**src/rtl/fsk_bit_decoder.sv**
```systemverilog
// FSK bit decoder: per-window deltas of the analyzer's tick counters,
// one bit decision per window, word assembly and a valid/ready output.
module fsk_bit_decoder #(
  parameter int unsigned BIT_PERIOD_TICKS   = 50000,
  parameter int unsigned MIN_ACTIVITY_TICKS = 5000,
  parameter int unsigned DATA_WIDTH         = 8,
  parameter bit          MSB_FIRST          = 1'b0
) (
  input  logic                  clock,
  input  logic                  reset,
  input  logic                  enable,
  input  logic [31:0]           f0_value,
  input  logic [31:0]           f1_value,
  output logic [DATA_WIDTH-1:0] data,
  output logic                  data_valid,
  input  logic                  data_ready,
  output logic                  bit_value,
  output logic                  bit_valid,
  output logic                  carrier_lost,
  output logic                  overrun
);

  localparam int unsigned CNT_W  = $clog2(BIT_PERIOD_TICKS);
  localparam int unsigned BCNT_W = $clog2(DATA_WIDTH + 1);
  localparam int unsigned SUM_W  = 33;

  typedef enum logic {
    IDLE = 1'b0,
    RUN  = 1'b1
  } state_e;

  state_e                state_q, state_d;
  logic [CNT_W-1:0]      cnt_q, cnt_d;
  logic [31:0]           f0_prev_q, f0_prev_d;
  logic [31:0]           f1_prev_q, f1_prev_d;
  logic [31:0]           d0_q, d0_d;
  logic [31:0]           d1_q, d1_d;
  logic                  s1_vld_q, s1_vld_d;
  logic [BCNT_W-1:0]     bcnt_q, bcnt_d;
  logic [DATA_WIDTH-1:0] shreg_q, shreg_d;
  logic [DATA_WIDTH-1:0] data_q, data_d;
  logic                  data_valid_q, data_valid_d;
  logic                  bit_value_q, bit_value_d;
  logic                  bit_valid_q, bit_valid_d;
  logic                  carrier_lost_q, carrier_lost_d;
  logic                  overrun_q, overrun_d;

  logic                  window_end_c;
  logic [SUM_W-1:0]      sum_c;
  logic                  bit_c;
  logic [DATA_WIDTH-1:0] word_c;

  // State register
  always_ff @(posedge clock) begin
    if (reset) begin
      state_q <= IDLE;
    end else begin
      state_q <= state_d;
    end
  end

  // Next-state logic: enable starts (priming) and stops decoding
  always_comb begin
    state_d = state_q;
    case (state_q)
      IDLE:    if (enable)  state_d = RUN;
      RUN:     if (!enable) state_d = IDLE;
      default: state_d = IDLE;
    endcase
  end

  // Window timing, delta capture, bit decision, word assembly and handshake
  always_comb begin
    cnt_d          = cnt_q;
    f0_prev_d      = f0_prev_q;
    f1_prev_d      = f1_prev_q;
    d0_d           = d0_q;
    d1_d           = d1_q;
    s1_vld_d       = 1'b0;
    bcnt_d         = bcnt_q;
    shreg_d        = shreg_q;
    data_d         = data_q;
    data_valid_d   = data_valid_q;
    bit_value_d    = bit_value_q;
    bit_valid_d    = 1'b0;
    carrier_lost_d = 1'b0;
    overrun_d      = overrun_q;

    window_end_c = (state_q == RUN) && enable &&
                   (cnt_q == CNT_W'(BIT_PERIOD_TICKS - 1));
    sum_c  = {1'b0, d0_q} + {1'b0, d1_q};
    bit_c  = (d1_q > d0_q);
    if (MSB_FIRST) begin
      word_c = (shreg_q << 1) | DATA_WIDTH'(bit_c);
    end else begin
      word_c = (shreg_q >> 1) | (DATA_WIDTH'(bit_c) << (DATA_WIDTH - 1));
    end

    // Stage 1: window counter and modulo-2^32 deltas at the window end
    case (state_q)
      IDLE: begin
        if (enable) begin
          f0_prev_d = f0_value;
          f1_prev_d = f1_value;
          cnt_d     = '0;
          bcnt_d    = '0;
          shreg_d   = '0;
        end
      end
      RUN: begin
        if (enable) begin
          if (window_end_c) begin
            cnt_d     = '0;
            d0_d      = f0_value - f0_prev_q;
            d1_d      = f1_value - f1_prev_q;
            f0_prev_d = f0_value;
            f1_prev_d = f1_value;
            s1_vld_d  = 1'b1;
          end else begin
            cnt_d = cnt_q + CNT_W'(1);
          end
        end else begin
          bcnt_d  = '0;
          shreg_d = '0;
        end
      end
      default: ;
    endcase

    // Output handshake: a transfer empties the output register
    if (data_valid_q && data_ready) begin
      data_valid_d = 1'b0;
    end

    // Stage 2: decision; runs even if enable dropped after the window end
    if (s1_vld_q) begin
      if (sum_c < SUM_W'(MIN_ACTIVITY_TICKS)) begin
        carrier_lost_d = 1'b1;
        bcnt_d         = '0;
        shreg_d        = '0;
      end else begin
        bit_value_d = bit_c;
        bit_valid_d = 1'b1;
        if (bcnt_q == BCNT_W'(DATA_WIDTH - 1)) begin
          bcnt_d  = '0;
          shreg_d = '0;
          if (!data_valid_q || data_ready) begin
            data_d       = word_c;
            data_valid_d = 1'b1;
          end else begin
            overrun_d = 1'b1;
          end
        end else begin
          bcnt_d  = bcnt_q + BCNT_W'(1);
          shreg_d = word_c;
        end
      end
    end
  end

  // Datapath registers
  always_ff @(posedge clock) begin
    if (reset) begin
      cnt_q          <= '0;
      f0_prev_q      <= '0;
      f1_prev_q      <= '0;
      d0_q           <= '0;
      d1_q           <= '0;
      s1_vld_q       <= 1'b0;
      bcnt_q         <= '0;
      shreg_q        <= '0;
      data_q         <= '0;
      data_valid_q   <= 1'b0;
      bit_value_q    <= 1'b0;
      bit_valid_q    <= 1'b0;
      carrier_lost_q <= 1'b0;
      overrun_q      <= 1'b0;
    end else begin
      cnt_q          <= cnt_d;
      f0_prev_q      <= f0_prev_d;
      f1_prev_q      <= f1_prev_d;
      d0_q           <= d0_d;
      d1_q           <= d1_d;
      s1_vld_q       <= s1_vld_d;
      bcnt_q         <= bcnt_d;
      shreg_q        <= shreg_d;
      data_q         <= data_d;
      data_valid_q   <= data_valid_d;
      bit_value_q    <= bit_value_d;
      bit_valid_q    <= bit_valid_d;
      carrier_lost_q <= carrier_lost_d;
      overrun_q      <= overrun_d;
    end
  end

  assign data         = data_q;
  assign data_valid   = data_valid_q;
  assign bit_value    = bit_value_q;
  assign bit_valid    = bit_valid_q;
  assign carrier_lost = carrier_lost_q;
  assign overrun      = overrun_q;

endmodule
```
**config.mk**
```make
export PLATFORM = sky130hd
export DESIGN_NAME = fsk_bit_decoder
export DESIGN_NICKNAME = d
export VERILOG_FILES = /design/src/rtl/fsk_bit_decoder.sv
export SDC_FILE = /design/constraint.sdc
export NUM_CORES = 1
export LEC_CHECK = 0
export CAP_MARGIN = 20
export CORE_AREA = 2 2 245 151
export CTS_CLUSTER_DIAMETER = 80
export DETAILED_ROUTE_END_ITERATION = 10
export DIE_AREA = 0 0 247 153
export PLACE_DENSITY = 0.55
export SETUP_SLACK_MARGIN = 0.3
export SLEW_MARGIN = 25
export SYNTH_ARGS = -nofsm -noshare
export SYNTH_HDL_FRONTEND = slang
export SYNTH_SLANG_ARGS = --single-unit
```
**constraint.sdc**
```tcl
create_clock -name clock -period 4.33 [get_ports clock]
set_clock_uncertainty 0.1 [all_clocks]
set_input_delay 0.866 -clock clock [delete_from_list [all_inputs] [get_ports clock]]
set_output_delay 0.866 -clock clock [all_outputs]
set_load 0.02 [all_outputs]
```
# [Word-level counts from Yosys, hierarchy flattened]
# Cells that the tools add are included.
[word_totals] ff_bits=171 latch_bits=0 ram_bits=0 mem_bits_ro=0 input_bits=68 output_inout_bits=13 mem_count=0
[classes] add_sub_neg=5 multipliers=0 div_mod_pow=0 n_lt_le_gt_ge=2 n_eq_ne=7 shift=0 muxes=33 bitwise=6 reduce_logical=14
[op_table] operator="two-way mux 32 bit" count=6
[op_table] operator="case mux 32 bit (2 select lines)" count=2
[op_table] operator="subtractor 32 bit" count=2
[op_table] operator="two-way mux 16 bit" count=3
[op_table] operator="two-way mux 8 bit" count=5
[op_table] operator="adder 32 x 32 -> 33 bit" count=1
[op_table] operator="less-than comparator 33 x 13 -> 1 bit, second input constant" count=1
[op_table] operator="greater-than comparator 32 bit" count=1
[op_table] operator="case mux 16 bit (2 select lines)" count=1
[op_table] operator="two-way mux 4 bit" count=5
[op_table] operator="adder 16 x 1 -> 16 bit, second input constant" count=1
[op_table] operator="== test 16 bit, second input constant" count=1
[op_table] operator="case mux 8 bit (2 select lines)" count=1
[op_table] operator="two-way mux 1 bit" count=9
[op_table] operator="OR 7 x 8 -> 8 bit" count=1
[op_table] operator="case mux 4 bit (2 select lines)" count=1
[op_table] operator="AND reduction 4 bit" count=2
[op_table] operator="AND reduction 2 bit" count=3
[op_table] operator="AND reduction 3 bit" count=2
[op_table] operator="inverter 1 bit" count=5
[op_table] operator="adder 4 x 1 -> 4 bit, second input constant" count=1
[op_table] operator="== test 4 x 3 -> 1 bit, second input constant" count=1
[op_table] operator="inequality test 2 bit, second input constant" count=2
[op_table] operator="logical AND 1 bit" count=3
[op_table] operator="7 further kinds" count=7

# [Longest topological paths before layout]
# Gate-level depths: netlist of run 1.
[depth] ltp_word=6 ltp_mapped=14 ltp_nobuf=14

# [Least setup slack after synthesis of run 1]
# OpenSTA, ideal clock, no wires.
[synth_timing] path_kind="in2reg" start="in f1_value[0]" end="reg d1_q[28]" arrival_time_ns=3.459 required_time_ns=4.160 path_slack_ns=0.700 stages=14 n_path_buf=0 path_cell_list="inv_1 -> ha_1 -> fa_1 -> nand2b_1 -> a21oi_1 -> a21oi_1 -> a311oi_1 -> a41o_1 -> a31o_2 -> a21oi_1 -> a21boi_0 -> xor2_1 -> nand2_1 -> a21oi_1"
[synth_via] elab_chain_len=1
[synth_rtl] element="start: declaration" line_no="13" rtl="input logic [31:0] f1_value,"
[synth_rtl] element="subtractor 32 bit" line_no="115" rtl="d1_d = f1_value - f1_prev_q;"
[synth_rtl] element="end signal: assignment" line_no="168" rtl="d1_q <= '0;"
[synth_rtl] element="end signal: assignment" line_no="183" rtl="d1_q <= d1_d;"
[synth_rtl] element="end: declaration" line_no="37" rtl="logic [31:0] d1_q, d1_d;"
# No other way between the ends.
# A chain may end at the register's enable or synchronous reset.

# [Worst setup path in the final report of run 1]
[layout_timing] start="reg d0_q[6]" end="reg bcnt_q[3]"
[layout_via] elab_chain_len=4
[layout_rtl] element="start: declaration" line_no="36" rtl="logic [31:0] d0_q, d0_d;"
[layout_rtl] element="start signal: assignment" line_no="167" rtl="d0_q <= '0;"
[layout_rtl] element="start signal: assignment" line_no="182" rtl="d0_q <= d0_d;"
[layout_rtl] element="adder 32 x 32 -> 33 bit" line_no="91" rtl="sum_c = {1'b0, d0_q} + {1'b0, d1_q};"
[layout_rtl] element="less-than comparator 33 x 13 -> 1 bit" line_no="137" rtl="if (sum_c < SUM_W'(MIN_ACTIVITY_TICKS)) begin"
[layout_rtl] element="two-way mux 4 bit" line_no="137"
[layout_rtl] element="two-way mux 4 bit" line_no="136" rtl="if (s1_vld_q) begin"
[layout_rtl] element="end signal: assignment" line_no="185" rtl="bcnt_q <= bcnt_d;"
[layout_rtl] element="end: declaration" line_no="39" rtl="logic [BCNT_W-1:0] bcnt_q, bcnt_d;"
# No other way between the ends.

==> flow_metrics.py, run 1 <==
metrics = {
    "logic_synthesis": {
        "syn-num-nets": 1888,
        "synth_edf_count": 0,
        "seq_area_frac_synth_pct": 27.7,
        "yosysUniqueCellTypes": 74,
        "yosys_warnings": 0,
        "ys.flop_type": "dfxtp_1",
        "async_reset_ff_share_pct": 0,
        "avgSynthCellArea_sq_um": 7.27,
        "synthCells": 1690,
        "synth_seq_cells": 170,
        "synth_area_sq_um": 12300,
    },
    "grt": {
        "grt_pass1_vias": 11300,
        "grt-ovfl-total": 0,
        "grt_max_degree": 77,
        "grt_first_pass_wirelength_um": 64500,
        "grt.total_usage_pct": 21.9,
        "antenna_found_initial": 0,
    },
    "detailed_routing": {
        "wl_um": 40800,
        "detail_route.iter0.violations": 864,
        "postRouteAntennaNets": 0,
        "route.detailed.drc": 0,
        "wl_per_cell_um": 17.8,
        "dr.pass1.iters": 5,
        "via_per_inst": 5.24,
        "vias": 12000,
    },
    "power": {
        "pwr-share-seq_pct": 40.8,
        "switchingPower_mw": 1.18,
        "p_comb_share_pct": 18.8,
        "internal_power_mw": 2.78,
        "power_mw": 3.96,
        "vdd_ir_drop_max_mv": 0.276,
        "power_density_nw_per_um2": 267,
        "p_leak_nw": 5.95,
        "swShare_pct": 29.7,
        "clkPwrFrac_pct": 40.5,
    },
    "placement": {
        "dp_hpwl_um": 32300,
        "dpl.cell_count": 2261,
        "port_buffers": 80,
        "gp_congestion": 0.965,
    },
    "timing": {
        "post-route-period-util_pct": 88.6,
        "min_period_ps": 3840,
        "worst_slew_pin_slew_ps": 980,
        "holdWs_ps": 354,
        "grt_setup_unrepaired": "true",
        "setup_violations": 0,
        "hold_viol_final": 0,
        "slew_headroom_pct": 34.6,
        "tns_ps": 0,
        "slew_violations": 0,
        "fmax_mhz": 261,
    },
    "cells_and_area": {
        "nets": 2003,
        "drive_above_1_share_pct": 9.41,
        "fin_cells": 2295,
        "fill_cells": 3677,
        "area_delta_synth_final_pct": 20.6,
    },
    "critical_path": {
        "worstRegToRegCells": 14,
        "crit_fanout": 8,
        "worstPathRequired_ps": 4570,
        "timing.reg2reg.setup_slack_ps": 490,
        "worstSetupPathType": "flop to flop",
        "crit_arrival_ps": 4080,
        "reg2reg_to": "bcnt_q[3]",
        "crit_path_end_kind": "flop",
        "start_kind": "flop",
        "timing.rr.start": "d0_q[6]",
    },
    "hold_path": {
        "whs_path_depth": 2,
        "min_from": "f1_prev_q[5]",
        "hold_path_end": "f1_prev_q[5]",
        "min_path_type": "flop to flop",
    },
    "floorplanning": {
        "die_h_um": 153,
        "die-area_sq_um": 37800,
        "ios": 81,
        "die_w_um": 247,
        "initial_utilization_pct": 34.5,
        "rows": 54,
        "core_sq_um": 35600,
    },
    "flow_run": {
        "cap_violations": 0,
    },
    "status": {
        "outcome": "completed",
    },
    "clock_network": {
        "ctsHtreeMaxLevel": 4,
        "clkLatencyLatePin_ps": 460,
        "cts_hold_buf": 0,
        "cts_tree": "yes",
        "cts_root_buffer": "clkbuf_16",
        "clkSinkCount": 170,
        "cts_max_path_buffers": 2,
        "numCtsBuffers": 17,
        "path_clk_slew_ps": 70,
    },
}
## sequential cells by signal, indices dropped and copies added, names as in the netlist, 4 cells and up
name       count
d0_q          32
d1_q          32
f0_prev_q     32
f1_prev_q     32
cnt_q         16
data           8
shreg_q        7
bcnt_q         4
## power groups by stage
stage                     registers, mW  logic (mW)  clock network (mW)
after CTS                          1.61       0.734                1.64
final                              1.61       0.742                1.60
after floorplan                    1.65       0.492                   0
after detailed placement           1.65       0.728                   0
after global placement             1.65       0.725                   0
after global routing               1.62       0.827                1.71
## worst max path at each step
stage | from | end | cells after the start
5_1_grt | f1_value[0] | d1_q[28] | 16
6_report | d0_q[6] | bcnt_q[3] | 14
4_1_cts | d0_q[12] | shreg_q[3] | 14
3_3_place_gp | f1_value[0] | d1_q[28] | 16
2_1_floorplan | f1_value[0] | d1_q[28] | 14
3_5_place_dp | f1_value[0] | d1_q[30] | 16
## routing by layer
metal / part of all wire [%] / vias to the layer above / wire [um] / global-route usage [%]
met5: 0 / - / 0 / 0
met4: 1.2 / 0 / 505 / 4.50
met3: 7.7 / 33 / 3130 / 4.86
met2: 37 / 309 / 15100 / 28.9
met1: 54 / 5613 / 22000 / 35.0
li1: - / 6071 / - / -
## cells in the final DEF (no fill, tap or decap), types with 27 or more instances in the layout
cell type / instances
a21o_1: 29
a21oi_1: 231
buf_4: 87
clkdlybuf4s50_1: 79
dfxtp_1: 170
ha_1: 125
inv_1: 135
nand2_1: 314
nand3_1: 28
nand4_1: 27
nor2_1: 112
o21ai_0: 66
xnor2_1: 34
xor2_1: 29
## cell usage after synthesis, types with 28 or more instances
master | number | area [sq um]
inv_1 | 135 | 507
clkbuf_1 | 65 | 244
o21ai_0 | 68 | 340
xnor2_1 | 34 | 298
nand3_1 | 28 | 140
ha_1 | 128 | 1600
a21o_1 | 29 | 218
a21oi_1 | 235 | 1180
dfxtp_1 | 170 | 3400
xor2_1 | 29 | 254
nand2_1 | 315 | 1180
nor2_1 | 114 | 428
## layout make-up
class                           instances  area [sq um]  share of cell area [%]
Antenna cell                            1          2.50                  0.0169
Clock buffer                           18           429                    2.90
Clock inverter                         14           168                    1.13
Inverter                              135           507                    3.42
Multi-Input combinational cell       1312          8220                    55.5
Sequential cell                       170          3400                    23.0
Tap cell                              476           596                    4.02
Timing Repair Buffer                  169          1500                    10.1
## metrics by stage
stage / utilization (%) / setup slack, ps / instance area (sq um)
floorplan: - / 700 / 12300
global route: 41.6 / 255 / 14800
global placement: 39.6 / 44.0 / 14100
detailed placement: 39.6 / -34.1 / 14100
CTS: 41.3 / 316 / 14700
finish: 41.6 / 493 / 14800
## logic make-up after synthesis
logic type / Yosys count / share of synthesized area (%)
xor+xnor: 63 / 4.49
fa+ha+maj: 130 / 13.4
flops: 170 / 27.7
buf+inv: 208 / 6.39
simple gates: 638 / 23.8
mux: 16 / 1.31
compound gates: 465 / 22.9
## what timing repair did
action | 4_1_cts | 5_1_grt
gates resized for setup | 2 | 29
setup endpoints to repair | 16 | 35
pin swaps | 1 | 6
setup buffers | 0 | 1
hold endpoints to repair | 0 | 0
## critical path: stages (launching register included)
cell       delay [ps]
dfxtp_1           380
inv_1              60
ha_1              310
nor2b_2            60
or4_4             430
o211a_1           290
a21boi_2          220
mux2i_2           310
o2111ai_1         170
a2111oi_2         340
nand4_1           210
nor4_4            300
buf_6             180
o32ai_1           100
a32o_1            250
No activity file was read; power rests on OpenSTA's default activity.
==> run 2: changes to the inputs <==
--- a/config.mk
+++ b/config.mk
@@ -7,10 +7,12 @@
 export LEC_CHECK = 0
 export CAP_MARGIN = 20
 export CORE_AREA = 2 2 245 151
+export CTS_BUF_LIST = sky130_fd_sc_hd__clkbuf_16
 export CTS_CLUSTER_DIAMETER = 80
 export DETAILED_ROUTE_END_ITERATION = 10
 export DIE_AREA = 0 0 247 153
-export PLACE_DENSITY = 0.55
+export GPL_ROUTABILITY_DRIVEN = 0
+export PLACE_DENSITY = 0.57
 export SETUP_SLACK_MARGIN = 0.3
 export SLEW_MARGIN = 25
 export SYNTH_ARGS = -nofsm -noshare
==> constraint.sdc (replaced) <==
create_clock -name clock -period 3.3 [get_ports clock]
set_clock_uncertainty 0.1 [all_clocks]
set_input_delay 0.66 -clock clock [delete_from_list [all_inputs] [get_ports clock]]
set_output_delay 0.66 -clock clock [all_outputs]
set_load 0.02 [all_outputs]
==> run 2 against run 1 <==
Against the previous run:
- the flow now finishes with violations (negative setup slack)
- sequential power rose by 32%
- via count grew 7.7%
- cell count is 9.0% higher
- largest cell class unchanged
- clock power is 36% higher
- critical endpoint is now data[1]
- highest routed layer unchanged
==> flow_metrics.py, run 2 (same netlist as run 1, synthesis figures left out) <==
metrics = {
    "status": {
        "outcome": "complete, but fails checks",
        "failed_checks": "negative setup slack",
    },
    "timing": {
        "slew_violations": 0,
        "min_period_ps": 3450,
        "worst_slack_ps": -154,
        "worst_slew_pin_slew_ps": 888,
        "setup_violations": 21,
        "post-route-period-util_pct": 105,
        "hold_viol_final": 0,
        "grt_setup_unrepaired": "true",
        "slew_headroom_pct": 40.8,
        "fmax_mhz": 289,
    },
    "cells_and_area": {
        "diodes": 0,
        "stdcell_area_sq_um": 17500,
        "nets": 2211,
        "drive_above_1_share_pct": 26.2,
        "final_common_cell": "nand2_1",
        "final_core_util_pct": 49.0,
        "final_cell_mix": "311 x nand2_1, 291 x buf_4, 210 x a21oi_1",
        "area_delta_synth_final_pct": 42.0,
    },
    "detailed_routing": {
        "top_layer": "met4",
        "vias": 13000,
        "wl_per_cell_um": 16.3,
        "detail_route.iter0.violations": 989,
        "route.detailed.drc": 0,
        "via_per_inst": 5.18,
        "wl_met3_um": 2830,
        "route.met2.wl_um": 16200,
        "postRouteAntennaNets": 0,
        "dr.pass1.iters": 5,
        "wl_met1_um": 21100,
        "wl_um": 40700,
    },
    "critical_path": {
        "start_kind": "flop",
        "worstPathRequired_ps": 3550,
        "timing.rr.start": "d0_q[6]",
        "startpoint": "d0_q[6]",
        "crit_path_end_kind": "flop",
        "crit_arrival_ps": 3700,
        "crit_fanout": 8,
        "worstSetupPathType": "flop to flop",
    },
    "grt": {
        "antenna_found_initial": 0,
        "grt.total_usage_pct": 21.3,
        "grt_first_pass_wirelength_um": 64500,
        "grt_pass1_vias": 12200,
        "grt-ovfl-total": 0,
        "grt_max_degree": 139,
    },
    "placement": {
        "dp_slack_ps": -793,
        "port_buffers": 80,
        "dp_hpwl_um": 30800,
        "placed_cell_area_sq_um": 15800,
    },
    "floorplanning": {
        "die-area_sq_um": 37800,
        "core_sq_um": 35600,
        "die_w_um": 247,
        "initial_utilization_pct": 34.5,
        "ios": 81,
        "die_h_um": 153,
        "rows": 54,
    },
    "power": {
        "vdd_ir_drop_max_mv": 0.375,
        "p_leak_nw": 7.31,
        "power_density_nw_per_um2": 322,
        "power_mw": 5.63,
    },
    "flow_run": {
        "cap_violations": 0,
    },
    "clock_network": {
        "cts_root_buffer": "clkbuf_16",
        "numCtsBuffers": 17,
        "cts_hold_buf": 0,
        "clkSinkCount": 170,
        "cts_tree": "yes",
        "cts_max_path_buffers": 2,
        "ctsHtreeMaxLevel": 4,
        "clkLatencyLatePin_ps": 460,
        "path_clk_slew_ps": 80,
    },
    "hold_path": {
        "min_from": "f1_prev_q[8]",
        "min_path_type": "flop to flop",
    },
}
run 2: cell types whose count changed in the layout (fill, tap and decap cells not counted), moves of 10 or more:
cell | previous run | this run
buf_4 | 87 | 291
ha_1 | 125 | 92
ha_4 | 0 | 33
clkdlybuf4s50_1 | 79 | 47
a21oi_1 | 231 | 210
a21oi_2 | 4 | 20
dfxtp_1 | 170 | 155
dfxtp_2 | 0 | 13
dlygate4sd2_1 | 0 | 11
dlymetal6s2s_1 | 0 | 11
inv_1 | 135 | 125
o21ai_0 | 66 | 56
run 2: path summary, 6_finish.rpt:
kind	slack, ps	depth (start not counted)	end
setup / recovery	-150	16	data[1]
hold reg to reg	350	2	f1_prev_q[8]
hold / removal	350	2	f1_prev_q[8]
setup reg to reg	-150	16	data[1]
run 2: report_power, final:
group | switching [mW] | total, mW | internal, mW | leakage (nW)
clock network | 0.968 | 2.18 | 1.22 | 0.300
registers | 0.0244 | 2.12 | 2.10 | 1.39
logic | 0.675 | 1.32 | 0.647 | 5.62
run 2: worst max-delay path, cell delays in order (launching register included):
cell and delay [ps]:
dfxtp_4 370, inv_2 40, ha_4 260, nor2b_2 40, or4_4 430, o211a_4 280
a21boi_4 170, o211ai_1 130, nand2_2 170, mux2i_2 250, a22oi_2 100, buf_4 150
nor4_4 320, buf_12 170, nor3_4 50, buf_12 160, mux2i_1 110
run 2: per-layer routing:
| layer | up-vias | GRT usage, % |
|---|---|---|
| li1 | 6496 | - |
| met1 | 6059 | 31.9 |
| met2 | 351 | 29.7 |
| met3 | 46 | 6.06 |
| met4 | 0 | 5.11 |
| met5 | - | 0 |
run 2: metrics by stage:
step           hold slack [ps]  TNS [ps]  cells
3_5_place_dp               347    -18890   2449
3_3_place_gp               342    -14890   2449
6_report                   355     -2480   2502
5_1_grt                    348     -5570   2502
2_1_floorplan              336         0   1690
4_1_cts                    334     -2170   2486
run 2: repair_timing:
item / 4_1_cts / 5_1_grt
setup endpoints to repair: 53 / 44
pin swaps: 72 / 78
buffers inserted: 5 / 16
gates resized for setup: 112 / 108
run 2: cell type report:
class	instances	area, sq um
multi-input combinational	1312	9210
inverter	135	529
clock inverter	15	198
clock buffer	17	425
tap	476	596
sequential	170	3430
timing repair buffer	377	3070
fill	3433	18200
